$ cat config.mk
export PLATFORM = sky130hd
export DESIGN_NAME = phase1_sequencer_flat
export DESIGN_NICKNAME = d
export VERILOG_FILES = /design/src/rtl/phase1_sequencer_if.sv /design/src/rtl/phase1_sequencer.sv /design/src/flat_wrapper.sv
export SDC_FILE = /design/constraint.sdc
export NUM_CORES = 1
export LEC_CHECK = 0
export ABC_AREA = 1
export BUFFER_PORTS_ARGS = -buffer_cell sky130_fd_sc_hd__clkbuf_2
export CORE_MARGIN = 5
export CORE_UTILIZATION = 35
export CTS_BUF_LIST = sky130_fd_sc_hd__clkbuf_8
export CTS_CLUSTER_DIAMETER = 60
export DETAILED_ROUTE_END_ITERATION = 8
export PLACE_DENSITY_LB_ADDON = 0.2
export RECOVER_POWER = 25
export SLEW_MARGIN = 20
export SYNTH_ARGS = -nofsm -noshare
export SYNTH_HDL_FRONTEND = slang
export SYNTH_SLANG_ARGS = --single-unit
$ cat constraint.sdc
create_clock -name clk -period 5.1 [get_ports clk]
set_clock_uncertainty 0.1 [all_clocks]
set_input_delay 0.255 -clock clk [delete_from_list [all_inputs] [get_ports clk]]
set_output_delay 0.255 -clock clk [all_outputs]
set_load 0.005 [all_outputs]
$ cat src/rtl/phase1_sequencer_if.sv
// Bundle of host control, per-cell status and sequencer outputs for phase1_sequencer.
//   master : host/cell side, drives control and per-cell status, observes sequencer outputs
//   slave  : sequencer side
// Control      : ctl_ready (start level), ctl_double_buffer, cell_mask[N_CELL]
// Cell status  : done_batch, done_all, in_flight, pipe_done, v_rempty (all N_CELL wide)
// Outputs      : dispatch[1:0] (01 batch, 10 flush), buf_sel, batch_count[BATCH_W],
//                busy, ctl_done, err_limit
interface phase1_sequencer_if #(
  parameter int unsigned N_CELL  = 14,
  parameter int unsigned BATCH_W = 16
);
  logic               ctl_ready;
  logic               ctl_double_buffer;
  logic [N_CELL-1:0]  cell_mask;
  logic [N_CELL-1:0]  done_batch;
  logic [N_CELL-1:0]  done_all;
  logic [N_CELL-1:0]  in_flight;
  logic [N_CELL-1:0]  pipe_done;
  logic [N_CELL-1:0]  v_rempty;
  logic [1:0]         dispatch;
  logic               buf_sel;
  logic [BATCH_W-1:0] batch_count;
  logic               busy;
  logic               ctl_done;
  logic               err_limit;

  modport master (
    output ctl_ready, ctl_double_buffer, cell_mask,
    output done_batch, done_all, in_flight, pipe_done, v_rempty,
    input  dispatch, buf_sel, batch_count, busy, ctl_done, err_limit
  );

  modport slave (
    input  ctl_ready, ctl_double_buffer, cell_mask,
    input  done_batch, done_all, in_flight, pipe_done, v_rempty,
    output dispatch, buf_sel, batch_count, busy, ctl_done, err_limit
  );
endinterface

$ cat src/rtl/phase1_sequencer.sv
// Phase-1 control-path sequencer.
// Reduces per-cell status (masked by cell_mask) into four registered flags, then runs a
// batch-dispatch FSM: dispatch batches until every participating cell reports done_all
// (or the batch limit is hit, raising err_limit), issue a flush, wait for a programmable
// run of quiescent cycles, then report ctl_done and optionally swap the active buffer.
// Ports:
//   clk   : system clock
//   reset : asynchronous active-low reset
//   bus   : phase1_sequencer_if.slave (control, per-cell status, sequencer outputs)
module phase1_sequencer #(
  parameter int unsigned N_CELL       = 14,
  parameter int unsigned DRAIN_CYCLES = 4,
  parameter int unsigned BATCH_W      = 16,
  parameter int unsigned MAX_BATCHES  = 65535
) (
  input  logic              clk,
  input  logic              reset,
  phase1_sequencer_if.slave bus
);

  localparam int unsigned DrainW = $clog2(DRAIN_CYCLES + 1);
  localparam logic [DrainW-1:0]  DrainLast = DrainW'(DRAIN_CYCLES);
  localparam logic [BATCH_W-1:0] BatchMax  = BATCH_W'(MAX_BATCHES);

  typedef enum logic [2:0] {
    StIdle,
    StDispatch,
    StSettle,
    StWaitBatch,
    StFlush,
    StDrain,
    StDone
  } state_e;

  state_e             state_q, state_d;
  logic               batch_done_q, batch_done_d;
  logic               all_done_q, all_done_d;
  logic               flight_q, flight_d;
  logic               quiet_q, quiet_d;
  logic [DrainW-1:0]  drain_q, drain_d;
  logic [BATCH_W-1:0] batch_count_q, batch_count_d;
  logic               err_limit_q, err_limit_d;
  logic               buf_sel_q, buf_sel_d;

  // Status stage: masked-out cells count as done and quiet, never in flight.
  always_comb begin
    batch_done_d = &(bus.done_batch | ~bus.cell_mask);
    all_done_d   = &(bus.done_all | ~bus.cell_mask);
    flight_d     = |(bus.in_flight & bus.cell_mask);
    quiet_d      = &((bus.pipe_done & bus.v_rempty) | ~bus.cell_mask);
  end

  always_comb begin
    state_d       = state_q;
    drain_d       = drain_q;
    batch_count_d = batch_count_q;
    err_limit_d   = err_limit_q;
    buf_sel_d     = buf_sel_q;

    unique case (state_q)
      StIdle: begin
        if (bus.ctl_ready) begin
          state_d       = StDispatch;
          batch_count_d = '0;
          err_limit_d   = 1'b0;
        end
      end
      StDispatch: begin
        // Saturating: never wraps back to zero.
        if (batch_count_q != '1) begin
          batch_count_d = batch_count_q + BATCH_W'(1);
        end
        state_d = StSettle;
      end
      // Gives the status stage one edge to capture the cells' reaction to the dispatch.
      StSettle: state_d = StWaitBatch;
      StWaitBatch: begin
        if (batch_done_q && !flight_q) begin
          if (all_done_q) begin
            state_d = StFlush;
          end else if (batch_count_q == BatchMax) begin
            err_limit_d = 1'b1;
            state_d     = StFlush;
          end else begin
            state_d = StDispatch;
          end
        end
      end
      StFlush: begin
        drain_d = '0;
        state_d = StDrain;
      end
      StDrain: begin
        // Any non-quiet cycle restarts the debounce window.
        if (drain_q == DrainLast) begin
          state_d = StDone;
          if (bus.ctl_double_buffer) begin
            buf_sel_d = ~buf_sel_q;
          end
        end else if (quiet_q) begin
          drain_d = drain_q + DrainW'(1);
        end else begin
          drain_d = '0;
        end
      end
      StDone: begin
        if (!bus.ctl_ready) begin
          state_d = StIdle;
        end
      end
      default: state_d = StIdle;
    endcase
  end

  always_comb begin
    bus.dispatch = 2'b00;
    bus.busy     = 1'b0;
    bus.ctl_done = 1'b0;
    unique case (state_q)
      StDispatch: begin
        bus.dispatch = 2'b01;
        bus.busy     = 1'b1;
      end
      StFlush: begin
        bus.dispatch = 2'b10;
        bus.busy     = 1'b1;
      end
      StSettle, StWaitBatch, StDrain: bus.busy = 1'b1;
      StDone:                         bus.ctl_done = 1'b1;
      default: ;
    endcase
  end

  assign bus.buf_sel     = buf_sel_q;
  assign bus.batch_count = batch_count_q;
  assign bus.err_limit   = err_limit_q;

  always_ff @(posedge clk or negedge reset) begin
    if (!reset) begin
      state_q       <= StIdle;
      batch_done_q  <= 1'b0;
      all_done_q    <= 1'b0;
      flight_q      <= 1'b0;
      quiet_q       <= 1'b0;
      drain_q       <= '0;
      batch_count_q <= '0;
      err_limit_q   <= 1'b0;
      buf_sel_q     <= 1'b0;
    end else begin
      state_q       <= state_d;
      batch_done_q  <= batch_done_d;
      all_done_q    <= all_done_d;
      flight_q      <= flight_d;
      quiet_q       <= quiet_d;
      drain_q       <= drain_d;
      batch_count_q <= batch_count_d;
      err_limit_q   <= err_limit_d;
      buf_sel_q     <= buf_sel_d;
    end
  end

endmodule

$ cat src/flat_wrapper.sv
// flat-port wrapper written by rule: the top's interface ports become plain ports
module phase1_sequencer_flat 
#(
  parameter int unsigned N_CELL       = 14,
  parameter int unsigned DRAIN_CYCLES = 4,
  parameter int unsigned BATCH_W      = 16,
  parameter int unsigned MAX_BATCHES  = 65535
)
  (clk, reset, bus_ctl_ready, bus_ctl_double_buffer, bus_cell_mask, bus_done_batch, bus_done_all, bus_in_flight, bus_pipe_done, bus_v_rempty, bus_dispatch, bus_buf_sel, bus_batch_count, bus_busy, bus_ctl_done, bus_err_limit);
  phase1_sequencer_if #(.N_CELL(N_CELL), .BATCH_W(BATCH_W)) bus_i ();
  input  logic clk;
  input  logic reset;
  input wire logic [$bits(bus_i.ctl_ready)-1:0] bus_ctl_ready;
  input wire logic [$bits(bus_i.ctl_double_buffer)-1:0] bus_ctl_double_buffer;
  input wire logic [$bits(bus_i.cell_mask)-1:0] bus_cell_mask;
  input wire logic [$bits(bus_i.done_batch)-1:0] bus_done_batch;
  input wire logic [$bits(bus_i.done_all)-1:0] bus_done_all;
  input wire logic [$bits(bus_i.in_flight)-1:0] bus_in_flight;
  input wire logic [$bits(bus_i.pipe_done)-1:0] bus_pipe_done;
  input wire logic [$bits(bus_i.v_rempty)-1:0] bus_v_rempty;
  output wire logic [$bits(bus_i.dispatch)-1:0] bus_dispatch;
  output wire logic [$bits(bus_i.buf_sel)-1:0] bus_buf_sel;
  output wire logic [$bits(bus_i.batch_count)-1:0] bus_batch_count;
  output wire logic [$bits(bus_i.busy)-1:0] bus_busy;
  output wire logic [$bits(bus_i.ctl_done)-1:0] bus_ctl_done;
  output wire logic [$bits(bus_i.err_limit)-1:0] bus_err_limit;
  assign bus_i.ctl_ready = bus_ctl_ready;
  assign bus_i.ctl_double_buffer = bus_ctl_double_buffer;
  assign bus_i.cell_mask = bus_cell_mask;
  assign bus_i.done_batch = bus_done_batch;
  assign bus_i.done_all = bus_done_all;
  assign bus_i.in_flight = bus_in_flight;
  assign bus_i.pipe_done = bus_pipe_done;
  assign bus_i.v_rempty = bus_v_rempty;
  assign bus_dispatch = bus_i.dispatch;
  assign bus_buf_sel = bus_i.buf_sel;
  assign bus_batch_count = bus_i.batch_count;
  assign bus_busy = bus_i.busy;
  assign bus_ctl_done = bus_i.ctl_done;
  assign bus_err_limit = bus_i.err_limit;
  phase1_sequencer #(.N_CELL(N_CELL), .DRAIN_CYCLES(DRAIN_CYCLES), .BATCH_W(BATCH_W), .MAX_BATCHES(MAX_BATCHES)) u_core (.clk(clk), .reset(reset), .bus(bus_i));
endmodule
==> insert_results.sql <==
INSERT INTO impl_metrics (metric_group, metric, value, unit) VALUES
('outcome', 'run_status', 'finished, violations left', ''),
('outcome', 'violations', 'capacitance limit, slew limit', ''),
('logic_synthesis', 'post_synth_top_area_share', '0.337', ''),
('clock_tree', 'tritoncts', 'done', ''),
('setup_path', 'cp.required', '5.15', 'ns'),
('clock_tree', 'ctsHtreeMaxLevel', '1', ''),
('final_layout', 'final_cell_count_no_fill', '489', ''),
('logic_synthesis', 'synth_area_leader_cell', 'dfrtp_1', ''),
('grt', 'grt_pass1_vias', '2402', ''),
('drt', 'routed_met1_length', '2780', 'um'),
('timing', 'maxSlewViolCount', '29', ''),
('timing', 'grt_setup_unrepaired', 'no', ''),
('placement', 'dpl_worst_slack', '3.13', 'ns'),
('clock_tree', 'worstSkewPairLatency', '0.27', 'ns'),
('final_layout', 'layout_cell_share_with_drive_strength_beyond_1', '0.314', ''),
('setup_path', 'path_cells', 'nand2_1 > nor2_2 > nor2_2 > o21bai_2 > nand2_1 > o21ai_0', ''),
('timing', 'worstMarginPinSlew', '1.55', 'ns'),
('logic_synthesis', 'netlist_instances', '304', ''),
('hold_path', 'worstHoldPathType', 'input pin to register', ''),
('die', 'dieHeight', '87.1', 'um'),
('clock_tree', 'cts-root-to-sink-buffers', '2', ''),
('placement', 'dp.final_hpwl', '5330', 'um'),
('power_and_ir_drop', 'leakagePower', '0.00149', 'uW'),
('power_and_ir_drop', 'fin_total_pwr', '713', 'uW'),
('timing', 'period_share', '0.394', ''),
('final_layout', 'antenna_cells', '0', ''),
('drt', 'routed_antenna_nets', '0', ''),
('grt', 'antenna_found_initial', '0', ''),
('logic_synthesis', 'synthDistinctLibCells', '30', ''),
('timing', 'timing_limited_maximum_frequency', '498', 'MHz'),
('drt', 'met2RoutedLength', '3210', 'um'),
('setup_path', 'timing.critical_path.slowest_stage_cell', 'nor2_2', ''),
('drt', 'detail_route.wirelength', '6380', 'um'),
('drt', 'drt_first_pass_iters', '4', ''),
('clock_tree', 'clkSinkCount', '28', ''),
('logic_synthesis', 'synthesis.yosys.warnings', '0', ''),
('die', 'chipWidth', '87.1', 'um'),
('final_layout', 'commonest_non_fill_non_tap_cell_in_the_layout', 'clkbuf_2', ''),
('power_and_ir_drop', 'p_int', '436', 'uW'),
('clock_tree', 'postCtsSetupBuffers', '0', ''),
('power_and_ir_drop', 'combPwrFrac', '0.389', ''),
('drt', 'met3_wirelength', '354', 'um'),
('drt', 'drcViolationCount', '0', ''),
('timing', 'finalWorstSetupSlack', '3.09', 'ns'),
('logic_synthesis', 'synth-async-reset-ratio', '1.00', ''),
('grt', 'wire_length_of_the_first_global_routing_pass', '10200', 'um'),
('setup_path', 'crit_path_start_kind', 'register', ''),
('logic_synthesis', 'postSynthNetCount', '395', ''),
('final_layout', 'most-common-layout-cells', 'clkbuf_2 (102), nand2_1 (73), inv_1 (44), nor2_1 (28), dfrtp_1 (28)', ''),
('power_and_ir_drop', 'pwr_dens', '258', 'nW/um^2'),
('timing', 'setup_viol', '0', ''),
('drt', 'dr.max_layer_used', 'met4', ''),
('timing', 'maxSlewHeadroom', '-0.0358', ''),
('logic_synthesis', 'synthFlopType', 'dfrtp_1', ''),
('final_layout', 'synthToLayoutAreaGrowth', '33.0', '%'),
('clock_tree', 'cts_inserted_buffers', '3', ''),
('drt', 'drt-wirelength-per-cell', '13.1', 'um'),
('final_layout', 'number_of_nets_in_the_layout', '506', ''),
('drt', 'via_per_inst', '4.86', ''),
('die', 'cell_rows', '28', ''),
('clock_tree', 'cts_root_buffer', 'clkbuf_8', ''),
('power_and_ir_drop', 'net-switching-power', '278', 'uW'),
('die', 'design.die.area', '7590', 'um^2'),
('flow_run', 'cap_violations', '1', ''),
('grt', 'grtUsageTotal', '0.165', ''),
('die', 'floorplan.initialDensity', '0.356', ''),
('setup_path', 'worst_setup_path_end_kind', 'register', ''),
('logic_synthesis', 'synthesis.area_per_instance', '6.84', 'um^2'),
('power_and_ir_drop', 'power_frac_seq', '0.365', ''),
('placement', 'port_buffers', '109', ''),
('grt', 'globalRoute.totalOverflow', '0', '');
==> layout make-up <==
type / instances / area, um^2
inverter: 45 / 169
clock buffer: 3 / 41.3
fill: 602 / 3080
clock inverter: 1 / 30.0
multi-input combinational: 227 / 1180
tap: 75 / 93.8
timing repair buffer: 110 / 547
sequential: 28 / 701
==> kinds of logic after synthesis <==
logic type      after synthesis  synth area share
compound gates               56             0.161
simple gates                160             0.357
flops                        28             0.337
buf+inv                      49            0.0938
xor+xnor                      8            0.0337
fa+ha+maj                     3            0.0180
==> Yosys cell counts (4+ instances only) <==
cell	instances
nand4_1	7
nand2_1	73
nor2_1	28
o21ai_1	7
or2_2	4
o21ai_0	12
a22o_1	4
inv_1	44
nand2_2	7
dfrtp_1	28
nor2_2	4
o22ai_1	15
a21oi_1	13
nor3_1	9
xor2_1	6
nand3_1	22
==> power by group through the flow <==
stage	Sequential, uW	Combinational [uW]	Clock, uW
2_1_floorplan	254	201	0
3_3_place_gp	263	275	0
3_5_place_dp	264	276	0
4_1_cts	260	280	182
5_1_grt	263	312	187
6_report	260	277	175
==> metrics by stage <==
stage | cell area (um^2) | hold slack, ns
6_report | 2770 | 0.122
5_1_grt | 2770 | 0.132
4_1_cts | 2780 | 0.117
3_5_place_dp | 2690 | 0.253
3_3_place_gp | 2690 | 0.241
2_1_floorplan | 2080 | -0.141
==> registers in the layout, summed over array words and instances (netlist names) <==
name                    flops
u_core.bus.err_limit        1
u_core.batch_done_q         1
u_core.bus.batch_count     16
u_core.all_done_q           1
u_core.state_q              3
u_core.flight_q             1
u_core.bus.buf_sel          1
u_core.quiet_q              1
u_core.drain_q              3
==> per-layer routing <==
metal,GRT usage,vias to the layer above
li1,-,1224
met5,0,-
met2,0.297,81
met3,0.0237,2
met4,0.0363,0
met1,0.208,1068
==> worst max-delay path, delay by kind of cell (launching register included) <==
kind	cells	cell delay (ns)
compound gates	2	0.39
simple gates	4	0.90
flops	1	0.49
==> path summary, 6_finish.rpt <==
kind                                     from                        end  depth (start not counted)
max                         u_core.state_q[0]  u_core.bus.batch_count[3]                          6
min in group asynchronous               reset  u_core.bus.batch_count[9]                          2
max in group asynchronous               reset  u_core.bus.batch_count[1]                          2
min                          bus_in_flight[8]            u_core.flight_q                          3
max reg2reg                 u_core.state_q[0]  u_core.bus.batch_count[3]                          6
min reg2reg                u_core.bus.buf_sel         u_core.bus.buf_sel                          1
==> what timing repair did <==
action	in CTS	in global routing
hold endpoints to repair	28	0
hold buffers	1	0
gates resized for setup	0	0
(Power assumes the default switching activity.)
